==> config.mk <==
export PLATFORM = sky130hd
export DESIGN_NAME = sr_ff_exciter
export DESIGN_NICKNAME = d
export VERILOG_FILES = /design/src/rtl/sr_exc_pkg.sv /design/src/rtl/sr_exc_counter.sv /design/src/rtl/sr_ff_exciter.sv
export SDC_FILE = /design/constraint.sdc
export NUM_CORES = 1
export LEC_CHECK = 0
export CORE_MARGIN = 1.5
export CORE_UTILIZATION = 40
export CTS_CLUSTER_DIAMETER = 40
export DETAILED_ROUTE_END_ITERATION = 7
export HOLD_SLACK_MARGIN = 0.06
export PLACE_DENSITY = 0.65
export SLEW_MARGIN = 20
export SYNTH_ARGS = -nofsm -noshare
export SYNTH_HDL_FRONTEND = slang
export SYNTH_SLANG_ARGS = --single-unit
export TNS_END_PERCENT = 10
==> constraint.sdc <==
create_clock -name CLK -period 2.2 [get_ports CLK]
set_input_delay 0.44 -clock CLK [delete_from_list [all_inputs] [get_ports CLK]]
set_output_delay 0.44 -clock CLK [all_outputs]
set_load 0.02 [all_outputs]
==> src/rtl/sr_exc_pkg.sv <==
// Shared types and helpers for the SR flip-flop exciter.
// Optional capture feature: SR_EXC_CAPTURE_EN.
package sr_exc_pkg;

   typedef enum logic [2:0] {
      INIT0,
      INIT1,
      IDLE,
      DRIVE,
      CHECK
   } state_t;

   localparam logic [1:0] HOLD = 2'b00;

   // {S,R} needed to move a clocked SR flip-flop from q_cur to q_next
   function automatic logic [1:0] sr_excite(input logic q_cur,
                                            input logic q_next);
      if (q_cur == q_next) return HOLD;
      return q_next ? 2'b10 : 2'b01;
   endfunction

endpackage

==> src/rtl/sr_exc_counter.sv <==
// Clearable counter that either wraps or saturates at all-ones.
// Used for vector and mismatch counts of sr_ff_exciter.
module sr_exc_counter
   import sr_exc_pkg::*;
#(
   parameter int W = 8
) (
   input  logic         clk,
   input  logic         rst,
   input  logic         clr,
   input  logic         inc,
   input  logic         sat,
   output logic [W-1:0] cnt
);

   always_ff @(posedge clk or posedge rst) begin
      if (rst) begin
         cnt <= '0;
      end else if (clr) begin
         cnt <= '0;
      end else if (inc && !(sat && (&cnt))) begin
         cnt <= cnt + 1'b1;
      end
   end

endmodule

==> src/rtl/sr_ff_exciter.sv <==
// Drives an external clocked SR flip-flop from a target-Q stream and checks Q.
// Define SR_EXC_CAPTURE_EN to add first-mismatch capture (err_idx, err_exp).
module sr_ff_exciter
   import sr_exc_pkg::*;
#(
   parameter int CNT_W = 8
) (
   input  logic             CLK,
   input  logic             RST,
   input  logic             tgt_valid,
   input  logic             tgt_bit,
   output logic             tgt_ready,
   input  logic             cnt_clr,
   input  logic             q_fb,
   output logic             S,
   output logic             R,
   output logic [CNT_W-1:0] vec_cnt,
   output logic [CNT_W-1:0] err_cnt,
   output logic             err_flag,
   output logic             init_done
`ifdef SR_EXC_CAPTURE_EN
   ,
   output logic [CNT_W-1:0] err_idx,
   output logic             err_exp
`endif
);

   state_t state, nstate;
   logic   exp_q, exp_nx;
   logic   q_exp, qexp_nx;
   logic   s_nx, r_nx, done_nx;
   logic   chk, init_chk, mism;

   always_ff @(posedge CLK or posedge RST) begin
      if (RST) begin
         state     <= INIT0;
         S         <= 1'b0;
         R         <= 1'b0;
         exp_q     <= 1'b0;
         q_exp     <= 1'b0;
         init_done <= 1'b0;
         err_flag  <= 1'b0;
      end else begin
         state     <= nstate;
         S         <= s_nx;
         R         <= r_nx;
         exp_q     <= exp_nx;
         q_exp     <= qexp_nx;
         init_done <= done_nx;
         if (cnt_clr) err_flag <= 1'b0;
         else if (mism) err_flag <= 1'b1;
      end
   end

   // INIT0 spends two cycles: raise R, then drop it as the flop captures
   always_comb begin
      nstate   = state;
      s_nx     = 1'b0;
      r_nx     = 1'b0;
      exp_nx   = exp_q;
      qexp_nx  = q_exp;
      done_nx  = init_done;
      chk      = 1'b0;
      init_chk = 1'b0;
      unique case (state)
         INIT0: begin
            r_nx = ~R;
            if (R) nstate = INIT1;
         end
         INIT1: begin
            init_chk = 1'b1;
            done_nx  = 1'b1;
            nstate   = IDLE;
         end
         IDLE: begin
            if (tgt_valid) begin
               {s_nx, r_nx} = sr_excite(q_exp, tgt_bit);
               exp_nx       = tgt_bit;
               nstate       = DRIVE;
            end
         end
         DRIVE: begin
            nstate = CHECK;
         end
         CHECK: begin
            chk     = 1'b1;
            qexp_nx = exp_q;
            nstate  = IDLE;
         end
         default: nstate = INIT0;
      endcase
   end

   assign tgt_ready = (state == IDLE);
   assign mism      = (init_chk & q_fb) | (chk & (q_fb != exp_q));

   sr_exc_counter #(.W(CNT_W)) u_vec (
      .clk (CLK),
      .rst (RST),
      .clr (cnt_clr),
      .inc (chk),
      .sat (1'b0),
      .cnt (vec_cnt)
   );

   sr_exc_counter #(.W(CNT_W)) u_err (
      .clk (CLK),
      .rst (RST),
      .clr (cnt_clr),
      .inc (mism),
      .sat (1'b1),
      .cnt (err_cnt)
   );

`ifdef SR_EXC_CAPTURE_EN
   always_ff @(posedge CLK or posedge RST) begin
      if (RST) begin
         err_idx <= '0;
         err_exp <= 1'b0;
      end else if (cnt_clr) begin
         err_idx <= '0;
         err_exp <= 1'b0;
      end else if (mism && !err_flag) begin
         err_idx <= init_chk ? '0 : vec_cnt;
         err_exp <= init_chk ? 1'b0 : exp_q;
      end
   end
`endif

endmodule

# ---- Word level (Yosys, flattened, before mapping)
# Index checks and enable logic that the tools add are counted.
dict set report classes {
  n_addsub 2
  mul 0
  div 0
  order_cmp 0
  eq_ne 8
  shifts 0
  muxes 21
  bitwise 4
  reduce_logical 10
}
# operator count
set ops {}
lappend ops {{$mux 8} 4}
lappend ops {{$add 8x1->8 const B} 2}
lappend ops {{$pmux 3 s4} 1}
lappend ops {{$mux 1} 10}
lappend ops {{$reduce_and 8->1} 1}
lappend ops {{$eq 3x2->1 const B} 2}
lappend ops {{$mux 2} 3}
lappend ops {{$mux 3} 2}
lappend ops {{$reduce_bool 2->1} 3}
lappend ops {{$ne 2x2->1 const B} 2}
lappend ops {{$reduce_and 2->1} 2}
lappend ops {{$eq 3x1->1 const B} 1}
lappend ops {{$eq 3x3->1 const B} 1}
lappend ops {{$logic_not 3->1} 1}
lappend ops {{$and 1x1->1} 2}
lappend ops {{$pmux 1 s2} 1}
lappend ops {{$reduce_or 2->1} 1}
lappend ops {{$eq 1x1->1} 1}
lappend ops {{$logic_and 1x1->1} 1}
lappend ops {{$logic_not 1->1} 1}
lappend ops {{$ne 1x1->1} 1}
lappend ops {{$not 1->1} 1}
lappend ops {{$or 1x1->1} 1}
dict set report word_totals {
  reg_bits 25
  latch_bits 0
  mem_bits_rw 0
  romBits 0
  in_bits 6
  out_inout_bits 21
  word_cells 54
  memories 0
}

# ---- Depth between registers and ports, before layout
dict set report logic_depth {
  depth_word 7
  depth_mapped 6
  mapped_depth_nobuf 5
}

# ---- By module
# Synthesis repeated with hierarchy kept, for this count alone.
dict set report unflattened {
  cells_unflattened 130
  hier_area_um2 1431.4
}
# mod n_inst cells_per_inst area_each_um2 seq_area_each_um2
set modules_own_cells {}
lappend modules_own_cells {sr_exc_counter 2 47 505.5 200.2}
lappend modules_own_cells {sr_ff_exciter 1 36 420.4 225.2}

# ---- Least setup slack after synthesis
# OpenSTA, ideal clock, no wires.
dict set report synth_path {
  path_type {reg2reg}
  from {register u_err.cnt[0]}
  to {register u_err.cnt[3]}
  setup_time_ns 0.078
  arrival_time_ns 1.540
  required_ns 2.122
  slack_ns 0.581
  stages_incl_launch_ff 6
  n_path_buf 1
  period_less_slack_ns 1.619
  path_cell_list {dfrtp_1 > ha_1 > clkbuf_1 > and3_1 > or4_1 > a21oi_1}
}
dict set report synth_via {
  elab_chain_cells 4
  elab_cells_between_ends 7
  classes_between {1 x add/sub; 2 x mux; 4 x reduce/logical}
}
# item line
set synth_lines {}
lappend synth_lines {{from (decl)} sr_exc_counter.sv:13} ;# output logic [W-1:0] cnt
lappend synth_lines {{from (signal assigned)} sr_exc_counter.sv:22} ;# cnt <= cnt + 1'b1;
lappend synth_lines {{parallel branches: the longest is 4 deep, another holds $add 8x1->8} --}
# Parallel ways; which one is timed is not known. The select of a mux whose other input is x is not followed.
# A chain may end at the register's enable or synchronous reset.

# ---- Worst setup path in the final report
dict set report layout_path {
  from {register u_err.cnt[7]}
  to {output port err_cnt[7]}
}
# item line
set layout_rtl {}
lappend layout_rtl {{to (decl)} sr_ff_exciter.sv:18} ;# output logic [CNT_W-1:0] err_cnt,
# No word-level cell between the ends.

==> impl_results.md <==
* Reg2reg start: state[1]
* Fillers at 287
* R2R Path End: u_err.cnt[0]
* Most numerous cell in the Yosys netlist: dfrtp_1
* Top Family by Delay on Critical Path: buffers and inverters
* CTS root buf: clkbuf_4
* Area Overhead vs Synth at 25.9%
* IO Pins at 27
* Path type of the worst setup path: reg2out
* Yosys top cell area share at 49.3%
* Initial Util at 41.9%
* # setup viols final at 0
* Synth Warn # at 0
* CP required at 1.76 ns
* Die area at between 3000 and 4000 um^2
* Hold Path Class: in2async
* Min Tclk post-route at 1.92 ns
* Reg2Reg Depth at 5
* Final Slew Violations at 0
* Synthesized instance count at 123
* Site row count at 20
* Worst Setup End Kind: output pin
* Fin util at 52.8%
* Largest net degree at the start of global routing at 26
* Global-route usage over all layers at 15.9%
* Vias/cell at around 5.3
* Worst path slowest cell: clkdlybuf4s50_1
* Fin crit share at 87.2%
* Pwr per Cell Area at 751 nW/um^2
* Worst path depth at 1
* Vias in the first global route at slightly below 1000
* Crit path buffers/inverters at 1
* Total core area at 3030 um^2
* Max FO, Critical Path at 9
* Setup ws final at 0.282 ns
* Most instantiated cells after synthesis: dfrtp_1, nor2_1, xor2_1
* CTS tree: built
* Cell Chain, Critical Path: clkdlybuf4s50_1
* Port Buffer Count at 26
* Area of the mapped netlist at 1270 um^2
* Worst Tran Pin Value at 0.395 ns
* Clock H-tree levels at 1
* Worst-path clk slew at 0.13 ns
* Worst rel slew slack at approximately 74%
* Clock buffer depth at 2
* Origin of the worst setup path: u_err.cnt[7]
* Width of the die at 59.3 um
* Critical path startpoint category: flop
* DRT Wirelength at 2.50 mm
* Seq/Total Area, Yosys at 49.3%
* Share of cells above drive strength 1 at 10.1%
* Fmax achieved at 521 MHz
* Asr flop ratio synth at 100%
* Initial antenna violation count at 0
* Hold Vio Cnt, Final at 0
* Setup TNS at 0 ns
* Clock Sink Count at 25
* FF+latch count, synth at 25
* Vert. Die Dim at ~60 um
* Starting DRT DRC Count at 64
* Gpl congestion at 0.777
* Routed length per placed instance at 13.0 um
* Leak Pwr at ~0.68 nW
* Synthesized net count at 131
* WHS at 0.453 ns
* Worst slack at placement at 0.0815 ns
* RSZ-0062 raised after global routing: false
* Mapped Avg Cell Area at 10.3 um^2
* Most used DFF post-synth: dfrtp_1
* CP max stage delay at 0.65 ns
* Reg-to-reg slack, setup at around 0.47 ns
* Fin nets at 158
* # diodes at 0
* Post-placement cell count at 189
* Clock latency on the worst-skew pair at 0.31 ns
* Vias at 1027
* Hpwl dp at 1.77 mm
* First-pass GRT wire length at 4.37 mm
* Clk_skew at about 0.00092 ns
* Residual DRC at 0
* Leading area contributor after synthesis: dfrtp_1
* Post-DRT Antenna Nets at 0
* DRT Pass-1 Iters at 5
* Worst setup endpoint: err_cnt[7]
* Data arrival, critical path at 1.48 ns
* Num CTS Buffers at 3
* Max_cap viols at 0
* Cell variety after synth at 40
* Fin cells at 193
* Synth top area cells: dfrtp_1, xor2_1, nor2_1
* Post-CTS setup buffers at 0
* Status: complete, no violations
* EDFF count, synth at 0
* Congestion Overflow GR at 0
* Peak VDD IR at 0.484 mV
## worst min path at each step
stage,start,end,slack [ns],cells past startpoint
floorplan,RST,R,0.47,1
global placement,init_done,init_done,0.46,1
detailed placement,init_done,init_done,0.46,1
CTS,RST,q_exp,0.45,3
global route,RST,init_done,0.47,3
finish,RST,u_vec.cnt[6],0.45,3
## kinds of logic after synthesis
kind of cell | Yosys count | synth area share (%)
compound gates | 22 | 12.0
xor+xnor | 9 | 6.21
fa+ha+maj | 2 | 1.97
buf+inv | 11 | 4.63
flops | 25 | 49.3
mux | 4 | 3.35
simple gates | 50 | 22.5
## placed cells by master, fill, tap and decap left out, drive strengths merged, types with 3 or more instances in the layout
cell / Yosys / routed
a21oi: 7 / 7
and3: 4 / 4
buf: 5 / 4
clkbuf: 3 / 3
clkdlybuf4s50: 0 / 25
dfrtp: 25 / 25
inv: 3 / 3
nand2: 5 / 5
nand2b: 4 / 4
nand3: 3 / 3
nand4: 6 / 6
nor2: 14 / 14
nor3: 3 / 3
nor3b: 3 / 3
xor2: 8 / 8
## through the flow
stage	instance area, um^2	power, mW
after floorplan	1270	0.897
after global placement	1570	0.998
after detailed placement	1570	1.01
after CTS	1590	1.22
after global routing	1600	1.28
final	1600	1.20
## where the power goes
group	switching, mW	total (mW)	leakage [nW]	internal [mW]
registers	0.0770	0.602	0.333	0.525
logic	0.196	0.394	0.330	0.198
clock network	0.136	0.204	0.0177	0.0680
total	0.410	1.20	0.681	0.791
## per-layer routing
layer	up-vias	wire (um)	track usage, %	share of wire, %
li1	492	-	-	-
met1	493	1190	23.3	48
met2	36	1150	23.7	46
met3	6	118	2.18	4.7
met4	0	41	6.17	1.6
met5	-	0	0	0
## registers in the layout (all words and copies together) (netlist names)
register and cells:
R 1, S 1, err_flag 1, exp_q 1
init_done 1, q_exp 1, state 3, u_err.cnt 8
u_vec.cnt 8
## area by class of cell
class | instances | area, um^2 | area share, %
Sequential cell | 25 | 627 | 39.2
Multi-Input combinational cell | 87 | 584 | 36.6
Timing Repair Buffer | 30 | 293 | 18.3
Tap cell | 44 | 55.1 | 3.45
Clock buffer | 3 | 22.5 | 1.41
Inverter | 3 | 11.3 | 0.705
Clock inverter | 1 | 5.00 | 0.313
## timing repair
item / 4_1_cts / 5_1_grt
hold buffers: 0 / 0
resized for setup: 0 / 2
endpoints found under the setup margin: 0 / 1
Note: power is estimated with default switching activity, not from simulation.
